$ cat src/rtl/systolic_skew_buffer.sv
`default_nettype none
// ============================================================================
// Module  : systolic_skew_buffer
// Brief   : Per-lane delay buffer that skews (MODE=0) or deskews (MODE=1) a
//           LANES-wide vector stream, with per-lane valid, frame-end last,
//           busy indication and synchronous flush.
// Option  : SKEW_ZERO_PAD_EN -- invalid lanes carry zero data.
// Revision: 1.0
// ============================================================================
module systolic_skew_buffer #(
  parameter int DATA_WIDTH = 20,
  parameter int LANES      = 6,
  parameter int MODE       = 0
) (
  input  logic                        clk,
  input  logic                        rst,
  input  logic                        en,
  input  logic                        flush,
  input  logic                        in_valid,
  input  logic                        in_last,
  input  logic [DATA_WIDTH*LANES-1:0] din,
  output logic [DATA_WIDTH*LANES-1:0] dout,
  output logic [LANES-1:0]            out_lane_valid,
  output logic                        out_last,
  output logic                        busy
);

  // Both modes have their slowest lane at LANES+1 cycles; only that lane's
  // last bit is ever observed, so a single last chain of that depth is kept.
  localparam int MAX_DEPTH = LANES + 1;

  logic [LANES-1:0]     lane_busy;
  logic [MAX_DEPTH-1:0] last_q;
  logic [MAX_DEPTH-1:0] last_d;

  for (genvar i = 0; i < LANES; i++) begin : g_lane
    localparam int DEPTH = (MODE == 0) ? (i + 2) : (LANES + 1 - i);

    logic [DATA_WIDTH-1:0] data_q [DEPTH];
    logic [DATA_WIDTH-1:0] data_d;
    logic [DEPTH-1:0]      vld_q;
    logic [DEPTH-1:0]      vld_d;

`ifdef SKEW_ZERO_PAD_EN
    assign data_d = in_valid ? din[DATA_WIDTH*i +: DATA_WIDTH] : '0;
`else
    assign data_d = din[DATA_WIDTH*i +: DATA_WIDTH];
`endif
    assign vld_d = {vld_q[DEPTH-2:0], in_valid};

    always_ff @(posedge clk or posedge rst) begin
      if (rst) begin
        vld_q <= '0;
        for (int k = 0; k < DEPTH; k++) data_q[k] <= '0;
      end else if (flush) begin
        vld_q <= '0;
        for (int k = 0; k < DEPTH; k++) data_q[k] <= '0;
      end else if (en) begin
        vld_q     <= vld_d;
        data_q[0] <= data_d;
        for (int k = 1; k < DEPTH; k++) data_q[k] <= data_q[k-1];
      end
    end

    assign dout[DATA_WIDTH*i +: DATA_WIDTH] = data_q[DEPTH-1];
    assign out_lane_valid[i]                = vld_q[DEPTH-1];
    assign lane_busy[i]                     = |vld_q;
  end

  assign last_d = {last_q[MAX_DEPTH-2:0], in_valid & in_last};

  always_ff @(posedge clk or posedge rst) begin
    if (rst) begin
      last_q <= '0;
    end else if (flush) begin
      last_q <= '0;
    end else if (en) begin
      last_q <= last_d;
    end
  end

  assign out_last = last_q[MAX_DEPTH-1];
  assign busy     = |lane_busy;

endmodule
`default_nettype wire

$ cat config.mk
export PLATFORM = sky130hd
export DESIGN_NAME = systolic_skew_buffer
export DESIGN_NICKNAME = d
export VERILOG_FILES = /design/src/rtl/systolic_skew_buffer.sv
export SDC_FILE = /design/constraint.sdc
export NUM_CORES = 1
export LEC_CHECK = 0
export ABC_AREA = 1
export CAP_MARGIN = 15
export CORE_AREA = 2 2 258 260
export CTS_CLUSTER_SIZE = 20
export DETAILED_ROUTE_END_ITERATION = 7
export DIE_AREA = 0 0 260 262
export SYNTH_ARGS = -nofsm -noshare
export SYNTH_HDL_FRONTEND = slang
export SYNTH_SLANG_ARGS = --single-unit
$ cat constraint.sdc
create_clock -name clk -period 35.2 [get_ports clk]
set_input_delay 7.04 -clock clk [delete_from_list [all_inputs] [get_ports clk]]
set_output_delay 7.04 -clock clk [all_outputs]
set_load 0.005 [all_outputs]
* Word level (Yosys, flattened, before mapping)
Cells that the tools add are included.
Widths: inputs -> output; s select.
** Word-level totals
- Register bits after elaboration :: 574
- Output and inout bits :: 128
- Logic and storage cells :: 63
** Cells by class
- Reductions and logical operators :: 2
- Multiplexer cells :: 26
- Bitwise operators :: 1
** Operator list (number)
- $mux 140 :: 2
- $mux 120 :: 2
- $mux 100 :: 2
- $mux 80 :: 2
- $mux 60 :: 2
- $mux 40 :: 2
- $mux 7 :: 4
- $reduce_or 27->1 :: 1
- $mux 6 :: 2
- $mux 5 :: 2
- $mux 4 :: 2
- $mux 3 :: 2
- $mux 2 :: 2
- $reduce_bool 2->1 :: 1
- $and 1x1->1 :: 1

* Depth between registers and ports, before layout
Gate-level depths: netlist of run 1.
- Depth in word-level cells :: 3
- Mapped depth :: 7
- Depth with buffers taken out :: 4

* Worst setup path before layout of run 1
OpenSTA, ideal clock, no wires.
- Kind :: input to register
- Start :: input en
- End :: register g_lane[3].data_q[26] (netlist bit)
- Required time :: 35.083 ns
- Path buffers :: 4
- Library setup time :: 0.117 ns
- Setup slack :: 27.317 ns
- Stages on the path :: 7
- Data arrival time :: 7.766 ns
- Cells stage by stage :: buf_2 -> nor2_4 -> buf_4 -> buf_6 -> buf_4 -> nand2_1 -> nand2_1
** On the way
- Word-level cells in the longest chain between the ends :: 1
** Ends and longest elaborated chain
- start, declared :: line 17 : input logic en,
- $reduce_bool 2->1 (no source line)
- end, declared :: line 39 : logic [DATA_WIDTH-1:0] data_q [DEPTH];
No other way between the ends.
A chain may end at the register's enable or synchronous reset.

* Worst setup path after layout of run 1
- Start :: input flush
- End :: register g_lane[1].data_q, in the netlist dout[30]
** On the way
- Word-level cells in the longest chain between the ends :: 1
** Ends and longest elaborated chain
- start, declared :: line 18 : input logic flush,
- $mux 60 or $reduce_bool 2->1 (tied branches)
- end, declared :: line 39
Several ways; a longest one is shown, not always the timed one.

==> metrics.log, run 1 <==
INFO  metric hold_viol = 0
INFO  metric cts-root-to-sink-buffers = 3
INFO  metric syn-instance-count = 2529
INFO  metric reported_leakage_power = approximately 14 nW
INFO  metric core_area = 65300 um^2
INFO  metric final.setup.worst_slack = 25.06 ns
INFO  metric worst-slew-pin-transition = 1.29 ns
INFO  metric ys_seq_area_share = a little over 60%
INFO  metric synth.net_count = approximately 2700
INFO  metric globalplace.congestion = 0.786
INFO  metric final_antenna_net_count = 0
INFO  metric worst_path_arrival_time = between 10 and 15 ns
INFO  metric synth_warnings = 0
INFO  metric grt_start_max_net_pins = 254
INFO  metric die_height = 262 um
INFO  metric layout.filler_cells = about 6400
INFO  metric first_global_vias = 16054
INFO  metric grt-ovfl-total = 0
INFO  metric worstSetupEndpointType = register
INFO  metric path_max_fanout = around 250
INFO  metric status = finished clean
INFO  metric cts.repair.resized = 0
INFO  metric grt_first_pass_wirelength = 83500 um
INFO  metric number_of_antenna_violations_at_the_first_check_in_global_routing = 7
INFO  metric die_area = just under 70000 um^2
INFO  metric drt-wirelength-per-cell = 14.4 um
INFO  metric grt_usage = between 10 and 15%
INFO  metric cts-buffers-inserted = 60
INFO  metric min_path_type = register to register
INFO  metric area_of_the_multi_input_gates = just under 7000 um^2
INFO  metric clk-insertion-delay-late = 0.61 ns
INFO  metric nNetsFinal = 2685
INFO  metric timing.max_slew.rel_slack = 14.0%
INFO  metric drc_errors = 0
INFO  metric layout_overhead_on_the_synthesized_area = 17.6%
INFO  metric place_hpwl = 29700 um
INFO  metric postCtsSetupBuffers = 0
INFO  metric clk_pin_slew_worst_paths = 0.06 ns
INFO  metric regArea = 13900 um^2
INFO  metric timing.setup.critical_path_class = input pin to register
INFO  metric finalWirelength = 50100 um
INFO  metric setup-tns-final = 0 ns
INFO  metric startpoint_type = input pin
INFO  metric most-common-layout-cells = sky130_fd_sc_hd__nand2_1 (1107), sky130_fd_sc_hd__dfrtp_1 (554), sky130_fd_sc_hd__nand3_1 (547)
INFO  metric grt_setup_unrepaired = no
INFO  metric first_iter_violations = 1354
INFO  metric fin_crit = 10.14 ns
INFO  metric io-pin-count = 254
INFO  metric viasPerCell = around 4.7
INFO  metric first_pass_iters = 5
INFO  metric report.final.slew_viol_count = 0
INFO  metric power_density = 50.9 nW/um^2
INFO  metric setup_viol = 0
INFO  metric port_buffers = about 250
INFO  metric yosysUniqueCellTypes = 14
INFO  metric tritoncts = built
INFO  metric die_width = about 260 um
INFO  metric post_route_fraction_of_the_period_consumed_by_the_critical_path = 28.8%
INFO  metric drive_gt1_share = 4.49%
INFO  metric fin_worst_hold_slack = around 0.47 ns
INFO  metric post_synth_instance_area = 22700 um^2
INFO  metric clock_sink_count = between 500 and 600
INFO  metric layout.cells.most_common = sky130_fd_sc_hd__nand2_1
INFO  metric critical_path_required = 35.72 ns
INFO  metric cts_htree_levels = 2
INFO  metric finClkSkew = 0.0192 ns
INFO  metric num_vias = around 16000
INFO  metric timing.max_cap.violations = 0
INFO  metric dpl_worst_slack = 24.36 ns
INFO  metric ys_seq_elements = 554
INFO  metric achievable_frequency = 98.6 MHz
INFO  metric initial_core_utilization = a little over a third
INFO  metric syn_area_per_cell = 8.96 um^2
INFO  metric cts_root_buffer = sky130_fd_sc_hd__clkbuf_16
INFO  metric hold_buffers = 0
INFO  metric peakVddDrop = 0.0345 mV
INFO  metric num_rows = 94
==> flip-flops by register name, indices dropped and copies added (netlist names) <==
register	cells
g_lane.data_q	420
dout	120
g_lane.vld_q	7
last_q	7
==> final timing paths <==
kind | from | end | slack [ns] | cells past startpoint
max reg2reg | g_lane[3].vld_q[3] | g_lane[4].vld_q[4] | 34.40 | 2
max in group asynchronous | rst | g_lane[1].data_q[37] | 25.89 | 4
min reg2reg | dout[91] | dout[91] | 0.47 | 2
min in group asynchronous | rst | g_lane[5].data_q[42] | 7.02 | 2
min | dout[91] | dout[91] | 0.47 | 2
max | flush | dout[30] | 25.06 | 7
==> synthesized netlist by cell type (all sizes together) <==
| cell | n | share of area (%) |
|---|---|---|
| nor2 | 3 | 0.083 |
| buf | 270 | 7.5 |
| nand3 | 547 | 12 |
| nand2 | 1107 | 18 |
| dfrtp | 554 | 61 |
| o21ai | 6 | 0.13 |
| nand4 | 1 | 0.028 |
| inv | 8 | 0.13 |
| clkbuf | 33 | 0.55 |
==> metrics by stage <==
| step | cells | total power, mW | instance area (um^2) | utilization, % |
|---|---|---|---|---|
| after global placement | 3359 | 0.748 | 24600 | 37.7 |
| after floorplan | 2529 | 0.722 | 22700 | - |
| after global routing | 3471 | 1.42 | 26600 | 40.8 |
| after CTS | 3467 | 1.38 | 26600 | 40.7 |
| after detailed placement | 3359 | 0.750 | 24600 | 37.7 |
| final | 3471 | 1.36 | 26600 | 40.8 |
==> layout make-up <==
| class | count | area share [%] |
|---|---|---|
| antenna | 2 | 0.0188 |
| timing repair buffer | 271 | 10.3 |
| clock buffer | 88 | 6.59 |
| tap | 864 | 4.06 |
| inverter | 8 | 0.169 |
| multi-input combinational | 1664 | 26.1 |
| sequential | 554 | 52.0 |
| clock inverter | 20 | 0.789 |
==> where the power goes <==
| part | total (mW) | internal [mW] | switching [mW] |
|---|---|---|---|
| sequential | 0.660 | 0.652 | 0.00839 |
| clock | 0.619 | 0.367 | 0.253 |
| combinational | 0.0770 | 0.0255 | 0.0515 |
==> worst max-delay path: stages <==
cell                              delay [ns]
sky130_fd_sc_hd__clkdlybuf4s50_1        0.54
sky130_fd_sc_hd__nor2_4                 0.18
sky130_fd_sc_hd__buf_12                 0.53
sky130_fd_sc_hd__buf_4                  0.87
sky130_fd_sc_hd__buf_4                  0.91
sky130_fd_sc_hd__nand2_1                0.13
sky130_fd_sc_hd__nand2_1                0.11
==> layer usage <==
layer | routed length [um] | global-route usage, %
met3 | 2680 | 3.28
met5 | 66 | 0
met1 | 22500 | 19.9
met4 | 945 | 4.15
met2 | 23800 | 23.6
==> logic make-up after synthesis <==
group | share of synthesized area (%)
buf+inv | 8.13
compound gates | 0.133
flops | 61.2
simple gates | 30.5
Power figures use the tool's default switching activity.
==> inputs of run 2 (changes only) <==
clock period = 9.67 ns   (was 35.2 ns; I/O delays follow)
==> run 2 against run 1 <==
Sequential share of layout area down 0.10 points; first-iteration DRC count up 9.9%; cell area up 0.20%; critical endpoint is now g_lane[5].data_q[51]; die area unchanged; register-to-register slack worse by 26 ns; critical path depth down 2; combinational power rose to 3.6 times the previous value; clock power rose to 3.8 times the previous value; clock skew down 0.0050 ns.
==> metrics.log, run 2 (synthesized netlist as in run 1, its figures left out) <==
INFO  metric status = finished clean
INFO  metric min_path_type = register to register
INFO  metric area_of_the_multi_input_gates = 6950 um^2
INFO  metric grt.met3_usage = 3.40%
INFO  metric tritoncts = built
INFO  metric grt_first_pass_wirelength = 83800 um
INFO  metric initial_core_utilization = a little over a third
INFO  metric globalplace.congestion = 0.787
INFO  metric timing.hold.worst_path_depth = 2
INFO  metric peakVddDrop = ~0.16 mV
INFO  metric finClkSkew = 0.0142 ns
INFO  metric hold_wc_startpoint = dout[61]
INFO  metric setup_viol = 0
INFO  metric fin_crit = 3.90 ns
INFO  metric reported_leakage_power = 14.2 nW
INFO  metric min_delay_worst_endpoint = dout[61]
INFO  metric power_density = 188 nW/um^2
INFO  metric sw_ratio = 22.6%
INFO  metric post_route_fraction_of_the_period_consumed_by_the_critical_path = between 40% and 50%
INFO  metric routing_usage_on_met1 = 19.8%
INFO  metric grt_setup_unrepaired = no
INFO  metric die_width = 260 um
INFO  metric first_global_vias = 16385
INFO  metric final_antenna_net_count = 0
INFO  metric power.share.clock = 46.5%
INFO  metric timing.setup.critical_path_class = input pin to register
INFO  metric timing.max_slew.rel_slack = 19.0%
INFO  metric core_area = 65300 um^2
INFO  metric layout.filler_cells = roughly 6400
INFO  metric first_pass_iters = 5
INFO  metric clk-insertion-delay-late = 0.62 ns
INFO  metric timing.max_cap.violations = 0
INFO  metric path_max_fanout = between 200 and 250
INFO  metric grt_start_max_net_pins = 246
INFO  metric worst_path_arrival_time = 4.43 ns
INFO  metric place_hpwl = 29200 um
INFO  metric grt-ovfl-total = 0
INFO  metric fin_cells = 3465
INFO  metric drt-wirelength-per-cell = 14.4 um
INFO  metric port_buffers = 253
INFO  metric die_height = 262 um
INFO  metric drive_gt1_share = 4.54%
INFO  metric largest_reg_flops = 420
INFO  metric global_route.usage.met2 = 23.7%
INFO  metric pwr-share-comb = 5.6%
INFO  metric cts_root_buffer = sky130_fd_sc_hd__clkbuf_16
INFO  metric grt_usage = 14.7%
INFO  metric num_vias = 16341
INFO  metric startpoint_type = input pin
INFO  metric critical_path.reg2reg.startpoint = g_lane[5].data_q[139]
INFO  metric regArea = 13900 um^2
INFO  metric die_area = 68100 um^2
INFO  metric worst-slew-pin-transition = around 1.2 ns
INFO  metric finalWirelength = 50000 um
INFO  metric finish.utilization = ~40%
INFO  metric first_iter_violations = between 1000 and 1500
INFO  metric critical_path_required = slightly above 10 ns
INFO  metric layout_overhead_on_the_synthesized_area = 17.9%
INFO  metric setup-tns-final = 0 ns
INFO  metric switchingPower = 1.13 mW
INFO  metric most-common-layout-cells = sky130_fd_sc_hd__nand2_1 (1107), sky130_fd_sc_hd__dfrtp_1 (554), sky130_fd_sc_hd__nand3_1 (547)
INFO  metric io-pin-count = 254
INFO  metric rr_endpoint = g_lane[5].data_q[119]
INFO  metric drc_errors = 0
INFO  metric hold_buffers = 0
INFO  metric clock_sink_count = around 550
INFO  metric hold_viol = 0
INFO  metric clk_pin_slew_worst_paths = ~0.06 ns
INFO  metric p_seq_share = 47.9%
INFO  metric setup.reg_to_reg.worst_slack = 8.90 ns
INFO  metric worstSetupEndpointType = register
INFO  metric cts.repair.resized = 0
INFO  metric postCtsSetupBuffers = 0
INFO  metric cts-buffers-inserted = between 50 and 60
INFO  metric grt_most_used_layer = met2
INFO  metric achievable_frequency = 256 MHz
INFO  metric layout.cells.most_common = sky130_fd_sc_hd__nand2_1
INFO  metric nNetsFinal = 2682
INFO  metric viasPerCell = 4.72
INFO  metric fin_worst_hold_slack = around 0.47 ns
INFO  metric largest_register = g_lane.data_q
INFO  metric r2r_cells = 2
INFO  metric cts_htree_levels = 2
INFO  metric report.final.slew_viol_count = 0
INFO  metric number_of_antenna_violations_at_the_first_check_in_global_routing = 6
INFO  metric cellInternalPower = 3.88 mW
INFO  metric placed_cells_incl_taps = 3359
INFO  metric cts-root-to-sink-buffers = 3
INFO  metric num_rows = 94
run 2: worst max-delay path by stage:
stage                     start                   end  slack (ns)
after floorplan             rst               dout[0]        0.20
after detailed placement    rst  g_lane[0].data_q[23]        5.16
after global placement      rst               dout[3]        5.15
after CTS                   rst  g_lane[0].data_q[23]        5.82
after global routing        rst  g_lane[2].data_q[64]        5.52
final                     flush  g_lane[5].data_q[51]        5.77
run 2: power groups by stage:
stage | clock [mW] | sequential [mW] | combinational [mW]
CTS | 2.40 | 2.40 | 0.288
global route | 2.50 | 2.41 | 0.318
global placement | 0 | 2.44 | 0.282
detailed placement | 0 | 2.44 | 0.287
finish | 2.33 | 2.40 | 0.280
floorplan | 0 | 2.44 | 0.191
run 2: layer usage:
layer | vias up | share of wire (%)
met5 | - | 0.096
met4 | 8 | 2.4
met3 | 82 | 5.7
met2 | 303 | 47
met1 | 7936 | 45
li1 | 8012 | -
run 2: area by class of cell:
cell class	count	share of cell area, %
antenna	1	0.00937
tap	864	4.05
sequential	554	51.9
multi-input combinational	1664	26.0
inverter	8	0.155
clock buffer	86	6.74
timing repair buffer	269	10.2
clock inverter	19	0.914
run 2: worst max-delay path, cell delays in order:
cell and delay [ns]:
sky130_fd_sc_hd__clkdlybuf4s50_1 0.54, sky130_fd_sc_hd__inv_8 0.55, sky130_fd_sc_hd__buf_12 0.63, sky130_fd_sc_hd__nand3_1 0.22, sky130_fd_sc_hd__nand2_1 0.14
run 2: metrics by stage:
| step | setup WS (ns) | total power, mW | area, um^2 |
|---|---|---|---|
| 2_1_floorplan | 0.196 | 2.63 | 22700 |
| 3_3_place_gp | 5.15 | 2.72 | 24700 |
| 3_5_place_dp | 5.16 | 2.73 | 24700 |
| 4_1_cts | 5.82 | 5.09 | 26700 |
| 5_1_grt | 5.52 | 5.23 | 26700 |
| 6_report | 5.77 | 5.01 | 26700 |
==> inputs of run 3 (changes only) <==
clock period = 3.2 ns   (was 9.67 ns; I/O delays follow)
==> run 3 against run 2 <==
Sequential share of layout area down 0.53 points; clock power increased to 2.9 times the previous value; global-route usage increased by 0.064 points; utilization is 0.42 points higher; clock skew up 0.0045 ns; sequential cell count is the same; largest power group unchanged; highest routed layer unchanged.
==> metrics.log, run 3 (synthesized netlist as in run 1, its figures left out) <==
INFO  metric io-pin-count = 254
INFO  metric nNetsFinal = 2706
INFO  metric hold_wc_startpoint = en
INFO  metric viasPerCell = approximately 4.7
INFO  metric place_hpwl = 31300 um
INFO  metric setup_viol = 0
INFO  metric die_area = 68100 um^2
INFO  metric first_iter_violations = roughly 1400
INFO  metric grt_setup_unrepaired = no
INFO  metric setup-tns-final = 0 ns
INFO  metric dpl_worst_slack = around 0.8 ns
INFO  metric grt_start_max_net_pins = around 170
INFO  metric number_of_antenna_violations_at_the_first_check_in_global_routing = 9
INFO  metric timing.max_cap.violations = 0
INFO  metric globalplace.congestion = about 0.78
INFO  metric grt_usage = 14.8%
INFO  metric critical_path_required = 2.56 ns
INFO  metric timing.max_slew.rel_slack = roughly half
INFO  metric hold_buffers = 0
INFO  metric num_vias = around 16000
INFO  metric finalWirelength = 50000 um
INFO  metric first_global_vias = 16555
INFO  metric largest_reg_flops = between 400 and 500
INFO  metric cp_num_buf_inv = 2
INFO  metric timing.setup.critical_path_class = register to output port
INFO  metric num_rows = 94
INFO  metric drive_gt1_share = between 5 and 6%
INFO  metric cp_cell_sequence = inv_1, nand2_1, nor2_1, nand2_1, clkdlybuf4s50_1
INFO  metric tritoncts = built
INFO  metric startpoint_type = register
INFO  metric rr_endpoint = dout[115]
INFO  metric max_stage_delay = 0.44 ns
INFO  metric regArea = 13900 um^2
INFO  metric crit_top_cell = sky130_fd_sc_hd__nand2_1
INFO  metric critical_path.reg2reg.startpoint = g_lane[5].data_q[35]
INFO  metric layout.filler_cells = 6433
INFO  metric layout.cells.most_common = sky130_fd_sc_hd__nand2_1
INFO  metric cts_root_buffer = sky130_fd_sc_hd__clkbuf_16
INFO  metric largest_register = g_lane.data_q
INFO  metric worstSetupEndpointType = output port
INFO  metric worst_path_arrival_time = 1.79 ns
INFO  metric grt-ovfl-total = 0
INFO  metric hold_viol = 0
INFO  metric reported_leakage_power = 14.3 nW
INFO  metric clk-insertion-delay-late = approximately 0.60 ns
INFO  metric min_delay_worst_endpoint = g_lane[2].data_q[75]
INFO  metric clk_pin_slew_worst_paths = around 0.060 ns
INFO  metric worst_path_max_delay_cell = sky130_fd_sc_hd__clkdlybuf4s50_1
INFO  metric postCtsSetupBuffers = 0
INFO  metric min_path_type = input pin to register
INFO  metric status = finished clean
INFO  metric first_pass_iters = 5
INFO  metric cts.repair.resized = 0
INFO  metric fin_crit = between 2 and 2.5 ns
INFO  metric final.setup.worst_slack = 0.768 ns
INFO  metric peakVddDrop = 0.372 mV
INFO  metric achievable_frequency = 411 MHz
INFO  metric path_max_fanout = 3
INFO  metric die_width = 260 um
INFO  metric power_density = 551 nW/um^2
INFO  metric report.final.slew_viol_count = 0
INFO  metric worst-slew-pin-transition = between 0.7 and 0.8 ns
INFO  metric cts-buffers-inserted = 58
INFO  metric drt-wirelength-per-cell = about 14 um
INFO  metric initial_core_utilization = 34.7%
INFO  metric post_route_fraction_of_the_period_consumed_by_the_critical_path = 76.0%
INFO  metric grt_first_pass_wirelength = 84300 um
INFO  metric port_buffers = 253
INFO  metric drc_errors = 0
INFO  metric finish.utilization = 41.3%
INFO  metric setup.reg_to_reg.worst_slack = about 2.5 ns
INFO  metric fin_cells = 3495
INFO  metric cts-root-to-sink-buffers = 3
INFO  metric die_height = around 260 um
INFO  metric finClkSkew = about 0.019 ns
INFO  metric final_antenna_net_count = 0
INFO  metric path_delay_family = buffers and inverters
INFO  metric r2r_cells = 2
INFO  metric placed_cells_incl_taps = 3384
INFO  metric cts_htree_levels = 2
INFO  metric clock_sink_count = 554
INFO  metric fin_worst_hold_slack = about 0.43 ns
INFO  metric timing.hold.worst_path_depth = 3
INFO  metric most-common-layout-cells = sky130_fd_sc_hd__nand2_1 (1107), sky130_fd_sc_hd__dfrtp_1 (554), sky130_fd_sc_hd__nand3_1 (547)
INFO  metric layout_overhead_on_the_synthesized_area = 19.1%
INFO  metric core_area = 65300 um^2
INFO  metric area_of_the_multi_input_gates = 6950 um^2
run 3: changes by cell type in the layout (fill, tap and decap cells not counted), moves of 2 or more:
| cell | previous run | this run |
|---|---|---|
| sky130_fd_sc_hd__buf_12 | 5 | 21 |
| sky130_fd_sc_hd__clkbuf_1 | 7 | 19 |
| sky130_fd_sc_hd__buf_4 | 11 | 20 |
| sky130_fd_sc_hd__clkbuf_8 | 18 | 11 |
| sky130_fd_sc_hd__bufinv_16 | 5 | 3 |
| sky130_fd_sc_hd__diode_2 | 1 | 3 |
run 3: cell type report:
type                       count  share of cell area, %
multi-input combinational   1664                   25.8
tap                          864                   4.01
inverter                       8                  0.153
timing repair buffer         294                   11.5
clock inverter                18                  0.751
antenna                        3                 0.0278
sequential                   554                   51.4
clock buffer                  90                   6.39
run 3: metrics by stage:
stage | total power [mW] | area [um^2]
2_1_floorplan | 7.95 | 22700
3_3_place_gp | 8.28 | 25000
3_5_place_dp | 8.31 | 25000
4_1_cts | 15.1 | 27000
5_1_grt | 15.5 | 27000
6_report | 14.9 | 27000
run 3: worst max path at each step:
stage	start	end	slack, ns	cells after the start
floorplan	rst	dout[0]	-4.98	1
global placement	flush	dout[109]	0.82	5
detailed placement	flush	dout[109]	0.82	5
CTS	g_lane[1].vld_q[1]	busy	0.73	5
global route	g_lane[1].vld_q[1]	busy	0.66	5
finish	g_lane[1].vld_q[1]	busy	0.77	5
run 3: power breakdown:
group	total, mW	switching, mW	internal, mW	leakage, nW
registers	7.26	0.0914	7.17	7.63
logic	0.898	0.573	0.325	5.73
clock network	6.71	2.76	3.95	0.948
total	14.9	3.43	11.4	14.3
run 3: worst min-delay path, stage by stage:
cell and delay, ns:
sky130_fd_sc_hd__buf_8 0.19, sky130_fd_sc_hd__nand3_1 0.12, sky130_fd_sc_hd__nand2_1 0.05
run 3: routing by layer:
layer | track usage, % | share of wire (%) | wire length, um | up-vias
met4 | 3.54 | 1.6 | 820 | 12
met1 | 19.6 | 44 | 22100 | 7929
met3 | 4.27 | 6.3 | 3130 | 75
met5 | 0 | 0.17 | 86 | -
met2 | 24.1 | 48 | 23900 | 290
li1 | - | - | - | 8063
